$ cat src/rtl/matmul_apb_master.sv
// APB4 requester for the matmul accelerator: buffers host commands in a small FIFO,
// runs them as SETUP/ACCESS transfers and returns one response per transfer.
module matmul_apb_master #(
    parameter int MAX_DIM        = 4,
    parameter int BUS_WIDTH      = 32,
    parameter int ADDR_WIDTH     = 16,
    parameter int FIFO_DEPTH     = 4,
    parameter int TIMEOUT_CYCLES = 16
) (
    input  logic                  clk_i,
    input  logic                  rst_i,
    input  logic                  cmd_valid_i,
    output logic                  cmd_ready_o,
    input  logic                  cmd_write_i,
    input  logic [ADDR_WIDTH-1:0] cmd_addr_i,
    input  logic [BUS_WIDTH-1:0]  cmd_wdata_i,
    input  logic [MAX_DIM-1:0]    cmd_strb_i,
    output logic                  rsp_valid_o,
    input  logic                  rsp_ready_i,
    output logic [BUS_WIDTH-1:0]  rsp_rdata_o,
    output logic                  rsp_err_o,
    output logic                  rsp_timeout_o,
    output logic                  psel_o,
    output logic                  penable_o,
    output logic                  pwrite_o,
    output logic [ADDR_WIDTH-1:0] paddr_o,
    output logic [BUS_WIDTH-1:0]  pwdata_o,
    output logic [MAX_DIM-1:0]    pstrb_o,
    input  logic                  pready_i,
    input  logic                  pslverr_i,
    input  logic [BUS_WIDTH-1:0]  prdata_i,
    output logic                  idle_o
);

    localparam int PW = $clog2(FIFO_DEPTH);
    localparam int TW = $clog2(TIMEOUT_CYCLES + 1) + 1;
    localparam bit TO_EN = (TIMEOUT_CYCLES != 0);
    localparam logic [TW-1:0] TO_LAST = TW'(TIMEOUT_CYCLES - 1);

    typedef enum logic [1:0] {IDLE, SETUP, ACCESS, RESP} state_t;

    typedef struct packed {
        logic                  write;
        logic [ADDR_WIDTH-1:0] addr;
        logic [BUS_WIDTH-1:0]  wdata;
        logic [MAX_DIM-1:0]    strb;
    } cmd_t;

    cmd_t          fifo_mem [FIFO_DEPTH];
    cmd_t          head;
    logic [PW:0]   wr_ptr, rd_ptr;
    logic          full, empty, push, pop;
    logic          xfer_done, xfer_abort;
    logic [TW-1:0] to_cnt;
    state_t        state_q, state_d;

    // Pointers carry one extra wrap bit so full and empty differ only in the MSB.
    assign full        = (wr_ptr[PW] != rd_ptr[PW]) && (wr_ptr[PW-1:0] == rd_ptr[PW-1:0]);
    assign empty       = (wr_ptr == rd_ptr);
    assign push        = cmd_valid_i && !full;
    assign cmd_ready_o = !full;
    assign head        = fifo_mem[rd_ptr[PW-1:0]];

    always_ff @(posedge clk_i) begin
        if (push) begin
            fifo_mem[wr_ptr[PW-1:0]] <= '{write: cmd_write_i, addr: cmd_addr_i,
                                          wdata: cmd_wdata_i, strb: cmd_strb_i};
        end
    end

    always_ff @(posedge clk_i) begin
        if (rst_i) begin
            wr_ptr <= '0;
            rd_ptr <= '0;
        end else begin
            if (push) wr_ptr <= wr_ptr + 1'b1;
            if (pop)  rd_ptr <= rd_ptr + 1'b1;
        end
    end

    always_ff @(posedge clk_i) begin
        if (rst_i) state_q <= IDLE;
        else       state_q <= state_d;
    end

    always_comb begin
        state_d    = state_q;
        pop        = 1'b0;
        xfer_done  = 1'b0;
        xfer_abort = 1'b0;
        case (state_q)
            IDLE: begin
                if (!empty) begin
                    pop     = 1'b1;
                    state_d = SETUP;
                end
            end
            SETUP: state_d = ACCESS;
            ACCESS: begin
                if (pready_i) begin
                    xfer_done = 1'b1;
                    state_d   = RESP;
                end else if (TO_EN && to_cnt == TO_LAST) begin
                    xfer_abort = 1'b1;
                    state_d    = RESP;
                end
            end
            RESP: begin
                if (rsp_ready_i) begin
                    if (!empty) begin
                        pop     = 1'b1;
                        state_d = SETUP;
                    end else begin
                        state_d = IDLE;
                    end
                end
            end
            default: state_d = IDLE;
        endcase
    end

    // Counts completed ACCESS cycles; cleared during SETUP so every transfer starts fresh.
    always_ff @(posedge clk_i) begin
        if (rst_i || state_q == SETUP) to_cnt <= '0;
        else if (state_q == ACCESS)    to_cnt <= to_cnt + 1'b1;
    end

    always_ff @(posedge clk_i) begin
        if (rst_i) begin
            pwrite_o <= 1'b0;
            paddr_o  <= '0;
            pwdata_o <= '0;
            pstrb_o  <= '0;
        end else if (pop) begin
            pwrite_o <= head.write;
            paddr_o  <= head.addr;
            pwdata_o <= head.wdata;
            pstrb_o  <= head.write ? head.strb : '0;
        end
    end

    always_ff @(posedge clk_i) begin
        if (rst_i) begin
            rsp_rdata_o   <= '0;
            rsp_err_o     <= 1'b0;
            rsp_timeout_o <= 1'b0;
        end else if (xfer_done) begin
            rsp_rdata_o   <= pwrite_o ? '0 : prdata_i;
            rsp_err_o     <= pslverr_i;
            rsp_timeout_o <= 1'b0;
        end else if (xfer_abort) begin
            rsp_rdata_o   <= '0;
            rsp_err_o     <= 1'b1;
            rsp_timeout_o <= 1'b1;
        end
    end

    assign psel_o      = (state_q == SETUP) || (state_q == ACCESS);
    assign penable_o   = (state_q == ACCESS);
    assign rsp_valid_o = (state_q == RESP);
    assign idle_o      = empty && (state_q == IDLE);

endmodule
$ cat config.mk
export PLATFORM = sky130hd
export DESIGN_NAME = matmul_apb_master
export DESIGN_NICKNAME = d
export VERILOG_FILES = /design/src/rtl/matmul_apb_master.sv
export SDC_FILE = /design/constraint.sdc
export NUM_CORES = 1
export LEC_CHECK = 0
export CAP_MARGIN = 20
export CORE_MARGIN = 5
export CORE_UTILIZATION = 45
export CTS_CLUSTER_SIZE = 14
export DETAILED_ROUTE_END_ITERATION = 7
export MAX_ROUTING_LAYER = met4
export PLACE_DENSITY = 0.69
export SYNTH_ARGS = -nofsm -noshare
export SYNTH_HDL_FRONTEND = slang
export SYNTH_SLANG_ARGS = --single-unit
$ cat constraint.sdc
create_clock -name clk_i -period 4.2 [get_ports clk_i]
set_input_delay 0.42 -clock clk_i [delete_from_list [all_inputs] [get_ports clk_i]]
set_output_delay 0.42 -clock clk_i [all_outputs]
set_load 0.01 [all_outputs]
==> results of run 1 <==
==> worst paths after layout <==
check	start	endpoint	slack [ps]
worst max-delay path	rd_ptr[2]$_SDFFE_PP0P_	idle_o	1490
worst min-delay path	paddr_o[10]$_SDFFE_PP0P_	paddr_o[10]$_SDFFE_PP0P_	450
worst max register to register	state_q[1]$_SDFFE_PP0P_	rd_ptr[2]$_SDFFE_PP0P_	1680
worst min register to register	paddr_o[10]$_SDFFE_PP0P_	paddr_o[10]$_SDFFE_PP0P_	450
==> state kept, by name, summed over array words and instances, names as in the netlist, named ones only <==
register,flops
rsp_timeout_o,1
fifo_mem,212
rsp_rdata_o,32
pwdata_o,32
to_cnt,6
rd_ptr,3
rsp_err_o,1
wr_ptr,3
pwrite_o,1
pstrb_o,4
paddr_o,16
state_q,2
==> kinds of logic (layout without fill, tap and decap cells) <==
family,after synthesis,count (layout),share of synthesized area
and+or+nand+nor,178,178,0.0661
xor gates and xnor gates,11,11,0.00822
DFF,315,315,0.719
AOI/OAI and AO/OA,137,137,0.0697
buffers and inverters,53,257,0.0220
muxes,55,55,0.104
other,0,1,0
adders and majority gates,11,11,0.0117
==> where the power goes <==
group	switching (uW)	total [uW]	leakage, uW	internal [uW]
sequential	260	3910	0.00278	3650
clock	1150	3030	0.000567	1880
combinational	1100	2140	0.00149	1040
==> stage by stage <==
stage | instances | area, sq um | worst slack [ps]
after floorplan | 760 | 11700 | 1430
after global placement | 1236 | 13800 | 1580
after detailed placement | 1238 | 13800 | 1510
after CTS | 1299 | 15000 | 1490
after global routing | 1300 | 15000 | 1390
final | 1300 | 15000 | 1490
==> cell usage after synthesis (7+ instances only) <==
| cell | instances | area share |
|---|---|---|
| a21oi_1 | 70 | 0.030 |
| a21oi_2 | 20 | 0.015 |
| buf_2 | 11 | 0.0047 |
| clkbuf_1 | 29 | 0.0093 |
| dfxtp_1 | 103 | 0.18 |
| edfxtp_1 | 212 | 0.54 |
| ha_1 | 11 | 0.012 |
| inv_1 | 7 | 0.0022 |
| mux4_2 | 53 | 0.10 |
| nand2_1 | 119 | 0.038 |
| nand2_2 | 20 | 0.011 |
| nor2_1 | 17 | 0.0054 |
| o21ai_0 | 35 | 0.015 |
==> worst reg2reg max path, cell delays in order (launching register included) <==
cell and delay, ps:
dfxtp_1 400, inv_1 110, ha_1 210, a21oi_1 270, a311o_2 740, buf_4 430
or3_1 160, a21oi_1 60
==> final cells by class <==
type                       count  share of cell area
sequential                   315               0.562
timing repair buffer         189               0.127
clock buffer                  48              0.0656
antenna                        1            0.000167
multi-input combinational    392               0.204
tap                          335              0.0279
inverter                       7             0.00175
clock inverter                13              0.0113
==> metal layers <==
layer / GRT usage / wire length [um] / up-vias
met5: - / 0 / -
met1: 0.227 / 10800 / 3351
li1: - / - / 3182
met2: 0.271 / 11700 / 205
met3: 0.0384 / 1680 / 37
met4: 0.0441 / 362 / 0
==> results.md, run 1 <==
* Vias in the first global route at roughly 7,000
* Hold-critical path depth at 2
* # fillers at between 2,000 and 2,500
* Synth Warn # at 0
* Total CTS buffers at 34
* Wirelength per Cell at 18.9 um
* Maximum number of pins on one net before global-route repair at between 50 and 60
* HP Class: flop to flop
* Die ar. at ~0.029 sq mm
* Setup TNS at 0 ps
* Syn_area_per_cell at about 15 sq um
* Commonest non-fill, non-tap cell in the layout: edfxtp_1
* Gr ovfl total at 0
* Root Buffer: clkbuf_16
* RSZ-0062 raised after global routing: no
* WP data arrival at around 2300 ps
* Core area at 0.0258 sq mm
* Sink Count at about 320
* Layout cell share with drive strength beyond 1 at 0.172
* Status: completed
* CTS H-tree lvls at 2
* CP bufs+invs at 1
* CP delay by family, top: buffers and inverters
* Vias/cell at approximately 5.2
* Startpoint Class: flop
* Number of cell rows at 59
* Power, Total at about 9100 uW
* WP depth at 3
* Area occupied by multi-input gates at between 0.003 and 0.004 sq mm
* Peak supply drop at a little under 0.0004 V
* Leakage at around 0.0048 uW
* Max incr delay on CP at 580 ps
* Later-pin clock latency in the skew report at around 500 ps
* Tmin final at roughly 2700 ps
* Initial antenna violation count at 1
* Via count at a little under 7,000
* Final Core Density at 0.581
* Max-slew violations at 0
* Setup bufs post-CTS at 0
* Syn_nets at approximately 860
* I/O pin count at ~180
* Dpl hpwl at between 10,000 and 15,000 um
* Critical Path Slowest Stage Cell: clkdlybuf4s50_1
* CTS Buffer Depth at 3
* Fin Clk Skew at just over 20 ps
* Area grow syn2layout at 28.0%
* Sequential cell area at 0.00844 sq mm
* Slew margin rel. at 0.416
* Hold Slack at 452 ps
* CP endpoint kind: output pin
* Clk pin slew, worst setup/hold paths at 60 ps
* DIE WIDTH at between 150 and 200 um
* Period utilization at 0.644
* Netlist Area Pre-Place at 0.0117 sq mm
* Initial drt markers at roughly 450
* Final Hold Fails at 0
* Most frequent cells in the layout: edfxtp_1, clkdlybuf4s50_1, nand2_1
* Synth Register Bits at about 320
* Post-synthesis cell count at 760
* Global placement routability congestion at about 0.76
* Remaining DRCs at 0
* Crit path max fanout at 6
* Post-CTS resize count at 0
* Fin nets at approximately 1,000
* IO buf count at roughly 180
* Worst Path Required at roughly 3800 ps
* CTS tree: built
* Final setup fails at 0
* GR Util All Layers at 0.171
* Number of iterations in the first detailed-routing pass at 5
* Yosys cell types at 36
* Max_cap viols at 0
* Worst-Margin Slew at just under 900 ps
* R2R depth at 7
* Setup CP Type: flop to output pin
* Fmax at 369 MHz
* First-pass GRT wire length at ~38,000 um
* Top FF cell, synth: edfxtp_1
* Starting Density at 0.454
* Drt total wl at roughly 25,000 um
* Seq/Total Area, Yosys at 0.719
* Pwr Density at between 600 and 700 mW/mm^2
* CTS Hold Buffers Added at 0
* Post-synth EDFFs at ~210
* CP Cell Sequence: xnor2_1 -> and4_4 -> clkdlybuf4s50_1
* Async set-reset flop share out of synthesis at 0
* Die Ht at between 150 and 200 um
* Final antenna-violating net count at 0
No activity file was read; power rests on OpenSTA's default activity.
==> run 2, diff against run 1 <==
==> constraint.sdc (replaced) <==
create_clock -name clk_i -period 2.6 [get_ports clk_i]
set_input_delay 0.26 -clock clk_i [delete_from_list [all_inputs] [get_ports clk_i]]
set_output_delay 0.26 -clock clk_i [all_outputs]
set_load 0.01 [all_outputs]
==> run 2 against run 1 <==
Compared with the run above:
- clock-buffer cell count down 3
- die area is the same
- global-route usage is 0.055 points higher
- utilization rose by 0.077 points
- critical path depth stayed put
- flip-flop and latch count stayed put
- wire length down 0.20%
- clock power rose by 42%
- non-clock buffer count rose by 14
- critical endpoint unchanged
- largest cell class unchanged
- largest power group unchanged
==> results.md, run 2 (synthesis results as in run 1) <==
* Area grow syn2layout at 28.2%
* Max_cap viols at 0
* Layout cell share with drive strength beyond 1 at 0.175
* Core area at between 0.02 and 0.03 sq mm
* Sequential share of power at 0.436
* Maximum number of pins on one net before global-route repair at 56
* Status: completed
* Drt total wl at ~25,000 um
* Number of cell rows at 59
* Final Hold Fails at 0
* Die Ht at around 170 um
* Combinational power share at 0.261
* Total CTS buffers at 34
* Initial drt markers at about 470
* CTS H-tree lvls at 2
* Gr ovfl total at 0
* Critical Path Slowest Stage Cell: clkdlybuf4s50_1
* Wirelength per Cell at ~19 um
* CTS Buffer Depth at 3
* Worst Path Required at roughly 2300 ps
* Sw Ratio at 0.281
* Global placement routability congestion at between 0.7 and 0.8
* Clk pin slew, worst setup/hold paths at 60 ps
* Commonest non-fill, non-tap cell in the layout: edfxtp_1
* CP bufs+invs at 1
* CP Cell Sequence: xnor2_2 -> and4_4 -> clkdlybuf4s50_1
* Vias/cell at ~5.2
* CP delay by family, top: buffers and inverters
* Tmin final at 2330 ps
* Leakage at 0.00484 uW
* HP Class: primary input to flop
* DIE WIDTH at 171 um
* Starting Density at 0.454
* Die ar. at slightly below 0.03 sq mm
* RSZ-0062 raised after global routing: no
* Slew margin rel. at 0.641
* Initial antenna violation count at 0
* IO buf count at 182
* N_diodes at 0
* Max-slew violations at 0
* Period utilization at 0.895
* Switch Pwr at about 4000 uW
* Peak supply drop at a little under 0.0006 V
* Setup CP Type: flop to output pin
* Root Buffer: clkbuf_16
* Via count at roughly 6,800
* Hold Slack at 244 ps
* Crit path max fanout at 6
* GR Util All Layers at 0.172
* Remaining DRCs at 0
* Fmax at 430 MHz
* Vias in the first global route at approximately 7,000
* Later-pin clock latency in the skew report at approximately 500 ps
* Fin Clk Skew at around 16 ps
* Final setup fails at 0
* Max incr delay on CP at between 500 and 600 ps
* First-pass GRT wire length at approximately 38,000 um
* CP endpoint kind: output pin
* Int Power at approximately 10,000 uW
* Pwr Density at about 950 mW/mm^2
* I/O pin count at between 150 and 200
* Sink Count at 315
* Dpl hpwl at approximately 15,000 um
* CTS Hold Buffers Added at 0
* Clock power frac at 0.303
* Final antenna-violating net count at 0
* Worst-Margin Slew at around 540 ps
* WP data arrival at just over 2000 ps
* # fillers at 1,986
* Startpoint Class: flop
* Most frequent cells in the layout: edfxtp_1, clkdlybuf4s50_1, nand2_1
* Fin nets at 1,055
* Setup TNS at 0 ps
* CTS tree: built
* Max reg flops at 212
* Number of iterations in the first detailed-routing pass at 7
[run 2: cell types whose count changed in the layout (fill, tap and decap cells not counted), sizes merged]
cell,delta
buf,+14
bufinv,-4
clkbuf,-3
clkinv,+3
clkinvlp,+1
diode,-1
[run 2: final timing paths]
kind | cells past startpoint | startpoint | slack, ps | to
max | 3 | wr_ptr[0]$_SDFFE_PP0P_ | 270 | idle_o
min | 2 | rst_i | 240 | wr_ptr[1]$_SDFFE_PP0P_
max reg2reg | 7 | state_q[1]$_SDFFE_PP0P_ | 530 | paddr_o[3]$_SDFFE_PP0P_
min reg2reg | 2 | paddr_o[7]$_SDFFE_PP0P_ | 450 | paddr_o[7]$_SDFFE_PP0P_
[run 2: what timing repair did]
item / CTS / global route
setup endpoints to repair: 0 / 1
resized for setup: 0 / 2
setup buffers: 0 / 0
[run 2: power by group through the flow]
stage / registers [uW] / logic (uW) / clock network [uW]
finish: 6190 / 3710 / 4310
global route: 6270 / 4070 / 4670
CTS: 6200 / 3790 / 4430
detailed placement: 6300 / 3780 / 0
global placement: 6280 / 3740 / 0
floorplan: 6330 / 2230 / 0
[run 2: area by class of cell]
cell class / count / area [sq um] / area share
flip-flops and latches: 315 / 8430 / 0.561
multi-input cells: 392 / 3070 / 0.204
repair buffers: 203 / 2080 / 0.139
clock buffers: 45 / 933 / 0.0621
well taps: 335 / 419 / 0.0279
clock inverters: 13 / 62.6 / 0.00416
inverters: 7 / 26.3 / 0.00175
[run 2: layer usage]
metal / track usage / vias to the layer above / share of wire
met3: 0.0402 / 23 / 0.075
met4: 0.0351 / 0 / 0.012
met2: 0.276 / 217 / 0.48
met5: - / - / 0
li1: - / 3205 / -
met1: 0.227 / 3345 / 0.43
[run 2: through the flow]
step	cells	utilization	worst slack [ps]	cell area, sq um	total power [uW]
final	1310	0.582	272	15000	14200
after global routing	1310	0.582	146	15000	15000
after CTS	1310	0.581	110	15000	14400
after detailed placement	1252	0.542	483	14000	10100
after global placement	1251	0.542	552	14000	10000
after floorplan	760	-	406	11700	8560
==> run 3, diff against run 2 <==
--- a/config.mk
+++ b/config.mk
@@ -7,11 +7,11 @@
 export LEC_CHECK = 0
 export CAP_MARGIN = 20
 export CORE_MARGIN = 5
-export CORE_UTILIZATION = 45
+export CORE_UTILIZATION = 52
 export CTS_CLUSTER_SIZE = 14
 export DETAILED_ROUTE_END_ITERATION = 7
 export MAX_ROUTING_LAYER = met4
-export PLACE_DENSITY = 0.69
+export PLACE_DENSITY = 0.84
 export SYNTH_ARGS = -nofsm -noshare
 export SYNTH_HDL_FRONTEND = slang
 export SYNTH_SLANG_ARGS = --single-unit
==> run 3 against run 2 <==
Compared with the run above:
- clock-buffer cell count is 2 lower
- cell count down 3.9%
- sequential power down 0.6%
- sequential share of layout area grew 0.30 points
- register-to-register slack got worse by 20 ps
- critical path depth did not move
- clock power is essentially flat
- critical endpoint unchanged
==> results.md, run 3 (synthesis results as in run 1) <==
* Global placement routability congestion at slightly below 0.8
* CTS H-tree lvls at 1
* Die ar. at 0.0257 sq mm
* Die Ht at 160 um
* Status: completed
* Drt total wl at around 25,000 um
* Peak supply drop at between 0.0006 and 0.0007 V
* GR Util All Layers at 0.198
* Critical Path Slowest Stage Cell: clkdlybuf4s50_1
* Fin Clk Skew at ~21 ps
* I/O pin count at 183
* Pwr Density at 949 mW/mm^2
* Wire length on met3 at 1620 um
* CP endpoint kind: output pin
* Max-slew violations at 0
* Final antenna-violating net count at 0
* Period utilization at 0.919
* Worst-Margin Slew at ~850 ps
* Final Hold Fails at 0
* CP bufs+invs at 1
* Fmax at ~420 MHz
* CP delay by family, top: buffers and inverters
* Starting Density at 0.523
* Max reg flops at about 210
* Hold Slack at 264 ps
* CTS tree: built
* Wire length on met1 at a little over 10,000 um
* Fin nets at ~1,100
* DR top layer: met4
* Dpl hpwl at about 16,000 um
* Number of iterations in the first detailed-routing pass at 5
* Setup CP Type: flop to output pin
* Total CTS buffers at 31
* Wirelength per Cell at between 15 and 20 um
* Commonest non-fill, non-tap cell in the layout: edfxtp_1
* Worst Path Required at between 2000 and 2500 ps
* CP Cell Sequence: xnor2_2 -> and4_4 -> clkdlybuf4s50_1
* Initial antenna violation count at 1
* Most frequent cells in the layout: edfxtp_1, clkdlybuf4s50_1, nand2_1
* Maximum number of pins on one net before global-route repair at 64
* RSZ-0062 raised after global routing: no
* CTS Hold Buffers Added at 0
* Initial drt markers at 685
* Vias in the first global route at 7,165
* Clk pin slew, worst setup/hold paths at around 60 ps
* Vias/cell at around 5.5
* Max_cap viols at 0
* Crit path max fanout at 6
* Remaining DRCs at 0
* CTS Buffer Depth at 3
* Gr ovfl total at 0
* Core area at approximately 0.022 sq mm
* Tmin final at roughly 2400 ps
* Root Buffer: clkbuf_16
* Max incr delay on CP at ~560 ps
* Leakage at roughly 0.0048 uW
* Slew margin rel. at 0.435
* WP data arrival at ~2100 ps
* Number of cell rows at between 50 and 60
* Via count at between 6,000 and 7,000
* Area grow syn2layout at 27.5%
* Layout cell share with drive strength beyond 1 at 0.181
* Startpoint Class: flop
* HP Class: primary input to flop
* Sink Count at 315
* First-pass GRT wire length at 39,500 um
* DIE WIDTH at approximately 160 um
* Setup slack, reg-to-reg at 510 ps
* Final setup fails at 0
* Later-pin clock latency in the skew report at between 500 and 600 ps
* IO buf count at roughly 180
* Setup TNS at 0 ps
* Met2 wire len at 12,400 um
[run 3: report_power, final]
part / leakage [uW] / total (uW) / switching, uW / internal, uW
Clock: 0.000498 / 4320 / 1780 / 2530
Sequential: 0.00278 / 6150 / 263 / 5890
Combinational: 0.00157 / 3720 / 1950 / 1770
Total: 0.00485 / 14200 / 4000 / 10200
[run 3: metal layers]
metal,vias to the layer above,track usage
met2,263,0.329
met5,-,-
li1,3193,-
met1,3418,0.257
met3,45,0.0338
met4,0,0.0532
[run 3: timing repair]
item	in CTS	in global routing
endpoints found under the setup margin	0	1
endpoints found under the hold margin	0	0
buffers inserted	0	0
gates resized for setup	0	2
[run 3: metrics by stage]
step | instance area [sq um] | cells | total power, uW | setup slack [ps] | util
2_1_floorplan | 11700 | 760 | 8560 | 406 | -
3_3_place_gp | 13900 | 1200 | 9890 | 586 | 0.621
3_5_place_dp | 13900 | 1200 | 9980 | 543 | 0.621
4_1_cts | 14900 | 1258 | 14300 | 32.4 | 0.665
5_1_grt | 14900 | 1259 | 14900 | 145 | 0.666
6_report | 14900 | 1259 | 14200 | 210 | 0.666
[run 3: area by class of cell]
class | count | area [sq um]
diodes | 1 | 2.50
clock buffers | 43 | 871
clock inverters | 15 | 133
fillers | 1508 | 7490
inverters | 7 | 26.3
multi-input cells | 392 | 3060
flip-flops and latches | 315 | 8430
well taps | 285 | 357
repair buffers | 201 | 2060
[run 3: worst paths after layout]
kind / start / end / depth (start not counted)
setup reg to reg: state_q[1]$_SDFFE_PP0P_ / paddr_o[11]$_SDFFE_PP0P_ / 7
hold / removal: prdata_i[0] / rsp_rdata_o[0]$_SDFFE_PP0P_ / 3
setup / recovery: wr_ptr[0]$_SDFFE_PP0P_ / idle_o / 3
hold reg to reg: pstrb_o[0]$_SDFFE_PP0P_ / pstrb_o[0]$_SDFFE_PP0P_ / 2
[run 3: worst min-delay path, delay by kind of cell]
kind                   cells  cell delay [ps]
AOI/OAI and AO/OA          1               50
buffers and inverters      1              390
and+or+nand+nor            1               60
